===== config.mk =====
export PLATFORM = sky130hd
export DESIGN_NAME = instruction_fetch_stage
export DESIGN_NICKNAME = d
export VERILOG_FILES = /design/src/rtl/instruction_fetch_stage.sv
export SDC_FILE = /design/constraint.sdc
export NUM_CORES = 1
export LEC_CHECK = 0
export CAP_MARGIN = 25
export CORE_ASPECT_RATIO = 0.5
export CORE_MARGIN = 4
export CORE_UTILIZATION = 31
export DETAILED_ROUTE_END_ITERATION = 12
export GPL_TIMING_DRIVEN = 0
export SLEW_MARGIN = 10
export SYNTH_ARGS = -nofsm -noshare
export SYNTH_HDL_FRONTEND = slang
export SYNTH_SLANG_ARGS = --single-unit

===== constraint.sdc =====
create_clock -name clk -period 3.1 [get_ports clk]
set_clock_uncertainty 0.15 [all_clocks]
set_input_delay 0.775 -clock clk [delete_from_list [all_inputs] [get_ports clk]]
set_output_delay 0.775 -clock clk [all_outputs]
set_load 0.01 [all_outputs]

===== src/rtl/instruction_fetch_stage.sv =====
// Instruction fetch stage: owns the fetch PC, drives a req/ready instruction-memory
// port and registers each returned word, with its PC, into the IF/ID boundary.
module instruction_fetch_stage #(
  parameter int unsigned ADDR_W = 32,
  parameter int unsigned DATA_W = 32,
  parameter logic [ADDR_W-1:0] RESET_PC = {ADDR_W{1'b0}}
) (
  input  logic              clk,
  input  logic              rst_n,
  input  logic              stall,
  input  logic              redirect,
  input  logic [ADDR_W-1:0] redirect_pc,
  output logic              imem_req,
  output logic [ADDR_W-1:0] imem_addr,
  input  logic              imem_ready,
  input  logic [DATA_W-1:0] imem_rdata,
  output logic              if_valid,
  output logic [DATA_W-1:0] if_instr,
  output logic [ADDR_W-1:0] if_pc,
  output logic [ADDR_W-1:0] if_pc_plus4,
  output logic              fault
);

  typedef enum logic [1:0] {
    RST_WAIT = 2'd0,
    REQ      = 2'd1,
    HOLD     = 2'd2,
    DROP     = 2'd3
  } state_e;

  localparam logic [ADDR_W-1:0] PC_STEP = ADDR_W'(3'd4);

  state_e              state_q, state_d;
  logic [ADDR_W-1:0]   pc_q, pc_d;
  logic [ADDR_W-1:0]   req_addr_q, req_addr_d;
  logic [DATA_W-1:0]   skid_instr_q, skid_instr_d;
  logic [ADDR_W-1:0]   skid_pc_q, skid_pc_d;
  logic                valid_q, valid_d;
  logic [DATA_W-1:0]   instr_q, instr_d;
  logic [ADDR_W-1:0]   ifpc_q, ifpc_d;
  logic [ADDR_W-1:0]   plus4_q, plus4_d;
  logic                fault_q, fault_d;
  logic [ADDR_W-1:0]   pc_seq;

  assign pc_seq = pc_q + PC_STEP;

  // Next-state logic: fetch sequencing first, then redirect overrides it.
  always_comb begin
    state_d      = state_q;
    pc_d         = pc_q;
    req_addr_d   = req_addr_q;
    skid_instr_d = skid_instr_q;
    skid_pc_d    = skid_pc_q;
    valid_d      = stall ? valid_q : 1'b0;
    instr_d      = instr_q;
    ifpc_d       = ifpc_q;
    plus4_d      = plus4_q;
    fault_d      = fault_q;

    case (state_q)
      RST_WAIT: state_d = REQ;
      REQ: begin
        req_addr_d = pc_q;
        if (imem_ready) begin
          pc_d = pc_seq;
          if (stall) begin
            skid_instr_d = imem_rdata;
            skid_pc_d    = pc_q;
            state_d      = HOLD;
          end else begin
            valid_d = 1'b1;
            instr_d = imem_rdata;
            ifpc_d  = pc_q;
            plus4_d = pc_seq;
          end
        end else begin
          state_d = REQ;
        end
      end
      HOLD: begin
        if (!stall) begin
          valid_d = 1'b1;
          instr_d = skid_instr_q;
          ifpc_d  = skid_pc_q;
          plus4_d = skid_pc_q + PC_STEP;
          state_d = REQ;
        end else begin
          state_d = HOLD;
        end
      end
      DROP: begin
        if (imem_ready) begin
          state_d = REQ;
        end else begin
          state_d = DROP;
        end
      end
      default: state_d = RST_WAIT;
    endcase

    // A redirect flushes IF/ID and the skid; an unanswered request must still finish in DROP.
    if (redirect) begin
      valid_d      = 1'b0;
      instr_d      = instr_q;
      ifpc_d       = ifpc_q;
      plus4_d      = plus4_q;
      skid_instr_d = {DATA_W{1'b0}};
      skid_pc_d    = {ADDR_W{1'b0}};
      pc_d         = {redirect_pc[ADDR_W-1:2], 2'b00};
      fault_d      = fault_q | (redirect_pc[1:0] != 2'b00);
      case (state_q)
        RST_WAIT: state_d = REQ;
        REQ:      state_d = imem_ready ? REQ : DROP;
        HOLD:     state_d = REQ;
        DROP:     state_d = DROP;
        default:  state_d = RST_WAIT;
      endcase
    end else begin
      fault_d = fault_q;
    end
  end

  // State and IF/ID registers with synchronous active-low reset.
  always_ff @(posedge clk) begin
    if (!rst_n) begin
      state_q      <= RST_WAIT;
      pc_q         <= RESET_PC;
      req_addr_q   <= RESET_PC;
      skid_instr_q <= {DATA_W{1'b0}};
      skid_pc_q    <= {ADDR_W{1'b0}};
      valid_q      <= 1'b0;
      instr_q      <= {DATA_W{1'b0}};
      ifpc_q       <= {ADDR_W{1'b0}};
      plus4_q      <= {ADDR_W{1'b0}};
      fault_q      <= 1'b0;
    end else begin
      state_q      <= state_d;
      pc_q         <= pc_d;
      req_addr_q   <= req_addr_d;
      skid_instr_q <= skid_instr_d;
      skid_pc_q    <= skid_pc_d;
      valid_q      <= valid_d;
      instr_q      <= instr_d;
      ifpc_q       <= ifpc_d;
      plus4_q      <= plus4_d;
      fault_q      <= fault_d;
    end
  end

  assign imem_req    = (state_q == REQ) || (state_q == DROP);
  assign imem_addr   = (state_q == DROP) ? req_addr_q : pc_q;
  assign if_valid    = valid_q;
  assign if_instr    = instr_q;
  assign if_pc       = ifpc_q;
  assign if_pc_plus4 = plus4_q;
  assign fault       = fault_q;

endmodule


==> metrics, run 1 <==
status=finished clean; number of synthesized flops with an enable pin=0; f_max=0.329 GHz; Yosys warnings=0; Static Leakage=0.00477 uW; area delta synth->final=31.4%; clk_lat worst skew=~0.52 ns; Tightest Pin Transition=roughly 0.94 ns; Hold EP=if_pc_plus4[5]; most common cell in the netlist=dfxtp_1; Critical Path AT=2.12 ns; GRT overflow=0; Final TNS setup=0 ns; Seq/Total Area, Yosys=0.415; Die H=roughly 140 um; PortBufs=around 190; Crit Path Class=reg -> out; capturing point of the worst reg2reg path=if_pc_plus4[18]; core area=roughly 33000 sq um; dpl hpwl=roughly 27000 um; worst hold start=if_pc_plus4[5]; Worst Hold Slack=0.303 ns; CTS sink count=218; Final Net Count=1545; Slew Limit Headroom=0.367; CTS Buffer Depth=3; Main synth FF type=dfxtp_1; CTS HTree Levels=1; Post-synth ARST share=0; initial antenna violation count=0; DP Area=about 13000 sq um; CP required=between 2 and 2.5 ns; final worst path period need=3.04 ns; unrepaired setup endpoints after global routing=false; Post-Synthesis Cells=between 1000 and 1500; row count=47; placer congestion estimate=~0.9; Starting Density=0.316; crit end category=primary output; Yosys cell types=53; routed len/inst=18.5 um; Mapped Area=about 11000 sq um; post-route insts no fill=just under 2000; pin count of the biggest net entering global routing=14; Avg Vias per Cell=approximately 4.9; largest fanout on the critical path=10; final core occ=0.415; placed cell count=1886; clock root buffer=clkbuf_16; post-synth top area share=0.415; Clock transition at path regs=0.06 ns; IO Pins=200; Post-synth top cells=dfxtp_1 (218), nand2_1 (187), nor2_1 (138), mux2i_1 (109), a21oi_1 (94); Avg Inst Size Synth=8.42 sq um; final setup vio count=0; share of cells above drive strength 1=0.0890; Setup crit start kind=register; pwr dens=slightly above 500 nW/um^2; max-cap check violation count=0; Final ANT Viol Nets=0; TritonRoute pass-1 iters=6; final WL=roughly 36000 um; first-pass GRT wire length=54000 um; Max Slew Vio Count=0; final instance area=13800 sq um; ANT cells=0; reg2reg start=state_q[0]; die footprint=around 37000 sq um; area leader, netlist=dfxtp_1; CTS tree=done; Global Route Usage Sum=0.185; vias in the first global route=about 8800; WHS Path Cells=2; Die X=roughly 270 um; Hold/Removal Path Class=reg -> reg; flops & latches, synth=roughly 220; vias=between 9000 and 10000; Residual DRC=0; TritonCTS Buffers=23; Fin. Hold Viols=0; Peak VDD IR=0.327 mV; reg2reg path depth=8; synth top area cells=dfxtp_1 (42%), mux2i_1 (10%), nand2_1 (6.7%), nor2_1 (4.9%), a21oi_1 (4.5%); worst reg-to-reg setup slack=~0.2 ns; Iter 0 DRT Violations=745; Final Cycle Share=0.981
==> cells in the final DEF, fill, tap and decap left out, drive strengths merged, types with 2 or more instances in the layout <==
master | netlist | final
dfxtp | 218 | 218
nand2 | 187 | 187
clkdlybuf4s50 | 0 | 186
nor2 | 138 | 138
clkbuf | 79 | 111
mux2i | 109 | 109
a21oi | 94 | 94
a211oi | 63 | 63
xnor2 | 44 | 44
buf | 44 | 43
o21ai | 38 | 38
xor2 | 36 | 36
nand3 | 34 | 34
mux2 | 30 | 30
nor3 | 21 | 21
nand4 | 17 | 17
nor4 | 15 | 15
inv | 11 | 11
or3 | 9 | 9
o211ai | 8 | 8
ha | 7 | 7
and3 | 6 | 6
conb | 1 | 6
dlymetal6s2s | 0 | 5
a22oi | 4 | 4
clkinv | 0 | 4
or2 | 4 | 4
and2 | 4 | 4
a31oi | 3 | 3
and4 | 3 | 3
clkinvlp | 0 | 3
o31ai | 2 | 2
a221o | 2 | 2
a22o | 2 | 2
nand2b | 2 | 2
a2111oi | 2 | 2
or4 | 2 | 2
nor3b | 2 | 2
==> flip-flops by register name (all words and copies together), names as in the netlist <==
signal	cells
if_instr	32
skid_instr_q	32
if_pc	30
if_pc_plus4	30
pc_q	30
req_addr_q	30
skid_pc_q	30
state_q	2
fault	1
if_valid	1
==> worst max-delay path, stage by stage (launching register included) <==
cell and delay [ns]:
dfxtp_4 0.38, ha_4 0.19, clkbuf_8 0.19, mux2_2 0.36
clkdlybuf4s50_1 0.48
==> kinds of logic after synthesis <==
group,after synthesis,share of synthesized area
flip-flops,218,0.415
XOR/XNOR,80,0.0667
buffers and inverters,134,0.0562
adder cells (fa/ha/maj),7,0.00834
AND/OR/NAND/NOR,446,0.187
multiplexers,139,0.136
other,1,0.000357
AO/OA/AOI/OAI,223,0.130
==> worst max path at each step <==
stage                           from             end  slack (ns)  depth (start not counted)
final                     state_q[1]   imem_addr[21]        0.06                          4
after global routing      state_q[1]   imem_addr[21]      0.0006                          4
after CTS                 state_q[0]   imem_addr[15]       0.001                          4
after detailed placement  imem_ready  if_pc_plus4[8]       -0.56                          7
after global placement    imem_ready        if_pc[2]       -0.58                          8
after floorplan                stall        if_pc[2]        0.62                          9
==> layout make-up <==
cell class                      count  area, sq um
Timing Repair Buffer              193         1940
Multi-Input combinational cell    901         5600
Tap cell                          441          552
Fill cell                        3355        19400
Sequential cell                   218         4370
Inverter                           11         41.3
Buffer                            121          591
Clock inverter                      7         42.5
Clock buffer                       32          669
==> per-layer routing <==
metal	track usage	part of all wire	wire length, um	vias to the layer above
met5	0	0	0	-
met4	0.0453	0.026	924	0
met3	0.0304	0.062	2180	48
met2	0.301	0.46	16400	264
met1	0.259	0.45	16000	4406
li1	-	-	-	4722
==> stage by stage <==
stage / setup slack [ns] / total power (uW)
after floorplan: 0.620 / 3810
after global placement: -0.575 / 4450
after detailed placement: -0.561 / 4460
after CTS: 0.00134 / 7150
after global routing: 0.000611 / 7380
final: 0.0585 / 7080
==> report_power, final <==
group	switching [uW]	internal [uW]
combinational	735	610
clock	1170	1500
sequential	94.4	2960
==> what timing repair did <==
action | 4_1_cts | 5_1_grt
endpoints found under the setup margin | 162 | 148
gates cloned | 0 | 0
buffers inserted | 1 | 0
gates resized for setup | 21 | 26
pin swaps | 1 | 0
hold buffers | 0 | 0
No activity file was read; power rests on OpenSTA's default activity.
==> run 2, diff against run 1 <==
Settings changed: ABC_AREA from default to 1.
==> metrics, run 2 <==
CTS Buffer Depth=3 (unchanged); Critical Path AT=2.10 ns (-0.02 ns); fillers=3463 (+3.2%); area delta synth->final=30.9%; Main synth FF type=dfxtp_1; row count=47 (unchanged); vias=11436 (+21%); max-cap check violation count=0 (unchanged); Post-synth ARST share=0 (unchanged); pwr dens=529 nW/um^2 (+3.0%); number of synthesized flops with an enable pin=0 (unchanged); vias in the first global route=10648 (+21%); Die H=138 um (about the same); Peak VDD IR=0.362 mV (+11%); IO Pins=200 (unchanged); Yosys warnings=0 (unchanged); CP required=2.17 ns (about the same); Final Net Count=1853 (+20%); Reg power frac=0.434 (+0.002); CTS tree=done; commonest non-fill, non-tap cells in the layout=nand2_1 (440), dfxtp_1 (216), clkdlybuf4s50_1 (185), nor2_1 (161), o21ai_0 (156); Post-synth top cells=nand2_1 (440), dfxtp_1 (218), nor2_1 (161), o21ai_0 (156), a21oi_1 (101); share of cells above drive strength 1=0.0615 (-0.0275); Die X=268 um (about the same); pin count of the biggest net entering global routing=15 (+1); Tightest Pin Transition=0.934 ns (-0.00712 ns); Hold-fix buffers, CTS=0 (unchanged); most common cell in the netlist=nand2_1; routed len/inst=19.3 um (+4.8%); post-synth top area share=0.415 (about the same); first-pass GRT wire length=64600 um (+20%); unrepaired setup endpoints after global routing=false; Clock transition at path regs=0.06 ns (about the same); TritonCTS Buffers=21 (-8.7%); Place WS=-0.0596 ns (+0.502 ns); Residual DRC=0 (unchanged); crit end category=primary output; final instance area=13800 sq um (-0.26%); final WL=43100 um (+21%); final worst path period need=3.02 ns (-0.0190 ns); Clock Power Share=0.379 (about the same); Yosys cell types=33 (-38%); post-route insts no fill=2230 (+16%); Slew Limit Headroom=0.377 (+0.0105); Starting Density=0.316 (about the same); Hold/Removal Path Class=reg -> reg; placed cell count=2196 (+16%); Crit Path Class=reg -> out; TritonRoute pass-1 iters=6 (unchanged); combinational share of power=0.187 (-0.003); fin worst setup slack=0.0775 ns (+0.0190 ns); area leader, netlist=dfxtp_1; Avg Vias per Cell=5.13 (+4.5%); commonest non-fill, non-tap cell in the layout=nand2_1; status=finished clean; GRT overflow=0 (unchanged); flops & latches, synth=218 (unchanged); Final Cycle Share=0.975 (-0.00612); f_max=0.331 GHz (+0.63%); Seq/Total Area, Yosys=0.415 (about the same); Psw=2090 uW (+4.1%); DP Area=13000 sq um (about the same); CTS sink count=218 (unchanged); die footprint=37100 sq um (about the same); Post-Synthesis Cells=1558 (+25%); placer congestion estimate=1.00 (+12%); ANT cells=0 (unchanged); clk_lat worst skew=0.52 ns (about the same); Global Route Usage Sum=0.223 (+0.0376); PortBufs=192 (unchanged); synth top area cells=dfxtp_1 (42%), nand2_1 (16%), o21ai_0 (7.4%), nor2_1 (5.7%), a31oi_1 (4.9%); postcts setup bufs=0 (-1); largest fanout on the critical path=10 (unchanged); Switching Fraction=0.287 (+0.00363); Avg Inst Size Synth=6.75 sq um (-20%); clock root buffer=clkbuf_16; core area=33200 sq um (unchanged); initial antenna violation count=0 (unchanged); Mapped Area=10500 sq um (about the same); Setup crit start kind=register; Fin. Hold Viols=0 (unchanged); Power Internal=5190 uW (+2.2%); CTS HTree Levels=1 (unchanged); final setup vio count=0 (unchanged); Static Leakage=0.00528 uW (+11%); Iter 0 DRT Violations=1092 (+47%); Max Slew Vio Count=0 (unchanged); Final ANT Viol Nets=0 (unchanged); dpl hpwl=33100 um (+23%); total power=7280 uW (+2.8%); Final TNS setup=0 ns (unchanged)
[run 2: cells by family after synthesis]
| logic type | after synthesis | share of synthesized area |
|---|---|---|
| AND/OR/NAND/NOR | 709 | 0.271 |
| AO/OA/AOI/OAI | 396 | 0.200 |
| flip-flops | 218 | 0.415 |
| buffers and inverters | 202 | 0.0841 |
| XOR/XNOR | 25 | 0.0208 |
| adder cells (fa/ha/maj) | 7 | 0.00833 |
| other | 1 | 0.000357 |
[run 2: per-stage QoR]
stage           util  hold slack, ns
3_3_place_gp   0.391           0.302
3_5_place_dp   0.391           0.304
4_1_cts        0.414           0.315
6_report       0.414           0.314
5_1_grt        0.414           0.331
2_1_floorplan      -           0.290
[run 2: worst max-delay path, stage by stage (launching register included)]
cell and delay [ns]:
dfxtp_4 0.37, ha_4 0.19, clkbuf_2 0.18, o21ai_0 0.26
clkdlybuf4s50_1 0.59
[run 2: power by group through the flow]
stage | Combinational (uW) | Clock (uW) | Sequential, uW
after floorplan | 613 | 0 | 3230
after global placement | 1350 | 0 | 3210
after detailed placement | 1350 | 0 | 3210
after CTS | 1360 | 2790 | 3150
after global routing | 1470 | 2910 | 3180
final | 1360 | 2760 | 3150
[run 2: final timing paths]
| check | from | end | slack [ns] | cells after the start |
|---|---|---|---|---|
| max | state_q[1] | imem_addr[5] | 0.08 | 4 |
| min | skid_instr_q[2] | skid_instr_q[2] | 0.31 | 2 |
| max reg2reg | state_q[0] | if_pc[22] | 0.25 | 7 |
| min reg2reg | skid_instr_q[2] | skid_instr_q[2] | 0.31 | 2 |
[run 2: layout make-up]
cell class	count	area (sq um)	area share
Buffer	107	543	0.0395
Clock buffer	29	606	0.0440
Clock inverter	6	105	0.00764
Inverter	94	353	0.0256
Multi-Input combinational cell	1143	5300	0.385
Sequential cell	218	4370	0.317
Tap cell	441	552	0.0401
Timing Repair Buffer	192	1940	0.141
[run 2: timing repair]
action / 4_1_cts / 5_1_grt
endpoints found under the setup margin: 31 / 19
resized for setup: 12 / 9
pin swaps: 0 / 0
[run 2: per-layer routing]
metal  up-vias  part of all wire  track usage  routed length, um
li1       5552                 -            -                  -
met5         -                 0            0                  0
met1      5397              0.45        0.309              19300
met2       415              0.45        0.352              19300
met3        72             0.075       0.0492               3230
met4         0             0.030       0.0607               1290
==> run 3, diff against run 2 <==
Settings changed: CAP_MARGIN 25 to 10, SKIP_CTS_REPAIR_TIMING from default to 1, SLEW_MARGIN 10 to 20.
==> metrics, run 3 (synthesis gave the netlist of run 2 again) <==
Iter 0 DRT Violations=1023 (-6.3%); final worst path period need=3.03 ns (+0.00365 ns); placer congestion estimate=1.00 (unchanged); combinational share of power=0.188 (about the same); Switching Fraction=0.287 (+0.000485); post-route insts no fill=2230 (unchanged); final WL=43100 um (about the same); core area=33200 sq um (unchanged); Tightest Pin Transition=0.953 ns (+0.0185 ns); clock root buffer=clkbuf_16; TritonRoute pass-1 iters=6 (unchanged); CTS HTree Levels=1 (unchanged); crit path max-delay cell type=clkdlybuf4s50_1; crit path buf inv count=2 (unchanged); Global Route Usage Sum=0.223 (about the same); pin count of the biggest net entering global routing=15 (unchanged); vias=11459 (+0.20%); commonest non-fill, non-tap cells in the layout=nand2_1 (440), dfxtp_1 (216), clkdlybuf4s50_1 (189), nor2_1 (161), o21ai_0 (153); TritonCTS Buffers=21 (unchanged); Starting Density=0.316 (unchanged); Hold/Removal Path Class=reg -> reg; PortBufs=192 (unchanged); ANT cells=0 (unchanged); final core occ=0.414 (about the same); Final Cycle Share=0.976 (+0.00118); share of cells above drive strength 1=0.0615 (unchanged); CTS tree=done; Slew Limit Headroom=0.365 (-0.0123); Peak VDD IR=0.361 mV (-0.51%); routed len/inst=19.3 um (about the same); worst reg-to-reg setup slack=0.23 ns (-0.02 ns); Final ANT Viol Nets=0 (unchanged); commonest non-fill, non-tap cell in the layout=nand2_1; Static Leakage=0.00521 uW (-1.2%); vias in the first global route=10645 (-0.028%); f_max=0.330 GHz (-0.12%); Avg Vias per Cell=5.14 (+0.20%); final instance area=13800 sq um (about the same); initial antenna violation count=0 (unchanged); CTS Buffer Depth=3 (unchanged); Psw=2090 uW (+0.26%); crit end category=primary output; GRT overflow=0 (unchanged); Crit Path Class=reg -> out; Die X=268 um (unchanged); Max Slew Vio Count=0 (unchanged); Clock Power Share=0.379 (about the same); Critical Path AT=2.10 ns (about the same); Fin. Hold Viols=0 (unchanged); Final Net Count=1853 (unchanged); Residual DRC=0 (unchanged); Worst path max stage delay=0.59 ns (about the same); CTS sink count=218 (unchanged); die footprint=37100 sq um (unchanged); placed cell count=2196 (unchanged); Clock transition at path regs=0.07 ns (about the same); Die H=138 um (unchanged); Reg power frac=0.433 (about the same); critical path's top delay family=buffers and inverters; total power=7280 uW (about the same); max-cap check violation count=0 (unchanged); CP required=2.17 ns (about the same); Power Internal=5190 uW (about the same); area delta synth->final=30.8% (about the same); status=finished clean; clk_lat worst skew=0.52 ns (about the same); dpl hpwl=33100 um (unchanged); row count=47 (unchanged); first-pass GRT wire length=64500 um (about the same); unrepaired setup endpoints after global routing=false; Setup crit start kind=register; CP cell instances=ha_4 > clkbuf_2 > o21ai_0 > clkdlybuf4s50_1; DP Area=13000 sq um (unchanged); largest fanout on the critical path=10 (unchanged); fillers=3462 (-0.029%); IO Pins=200 (unchanged); pwr dens=530 nW/um^2 (+0.19%); Final TNS setup=0 ns (unchanged); final setup vio count=0 (unchanged)
-- run 3: changes by cell type in the layout (fill, tap and decap cells not counted), sizes merged --
cell	delta
clkdlybuf4s50	+4
dlymetal6s2s	-4
-- run 3: layer usage --
metal / up-vias / track usage / share of wire
met5: - / 0 / 0
met4: 0 / 0.0618 / 0.029
met3: 67 / 0.0492 / 0.081
met2: 419 / 0.351 / 0.45
met1: 5419 / 0.309 / 0.44
li1: 5554 / - / -
-- run 3: power by group through the flow --
stage | clock network (uW) | logic (uW) | registers [uW]
final | 2760 | 1370 | 3150
after floorplan | 0 | 613 | 3230
after global placement | 0 | 1350 | 3210
after global routing | 2900 | 1470 | 3180
after detailed placement | 0 | 1350 | 3210
after CTS | 2790 | 1360 | 3150
-- run 3: worst paths after layout --
path,startpoint,end,cells past startpoint
worst max-delay path,state_q[1],imem_addr[7],4
worst min-delay path,if_pc_plus4[19],if_pc_plus4[19],2
worst max register to register,state_q[1],skid_pc_q[25],10
worst min register to register,if_pc_plus4[19],if_pc_plus4[19],2
-- run 3: area by class of cell --
class	count	area (sq um)	share of cell area
tap	441	552	0.0401
clock inverter	6	105	0.00764
timing repair buffer	192	1930	0.140
inverter	94	353	0.0257
buffer	107	543	0.0395
multi-input combinational	1143	5300	0.385
sequential	218	4370	0.318
clock buffer	29	606	0.0440
-- run 3: worst reg2reg max path, cell delays in order, from the launching register on --
cell and delay [ns]:
dfxtp_2 0.36, inv_1 0.09, ha_1 0.18, buf_2 0.23, nand2_1 0.11, nor2_1 0.36
buf_2 0.38, inv_1 0.28, buf_2 0.31, o21ai_0 0.23, a21oi_1 0.07
-- run 3: per-stage QoR --
stage / hold WS [ns] / setup slack [ns]
finish: 0.315 / 0.0738
global route: 0.331 / 0.00165
CTS: 0.315 / -0.433
detailed placement: 0.304 / -0.0596
global placement: 0.302 / -0.101
floorplan: 0.290 / 0.975
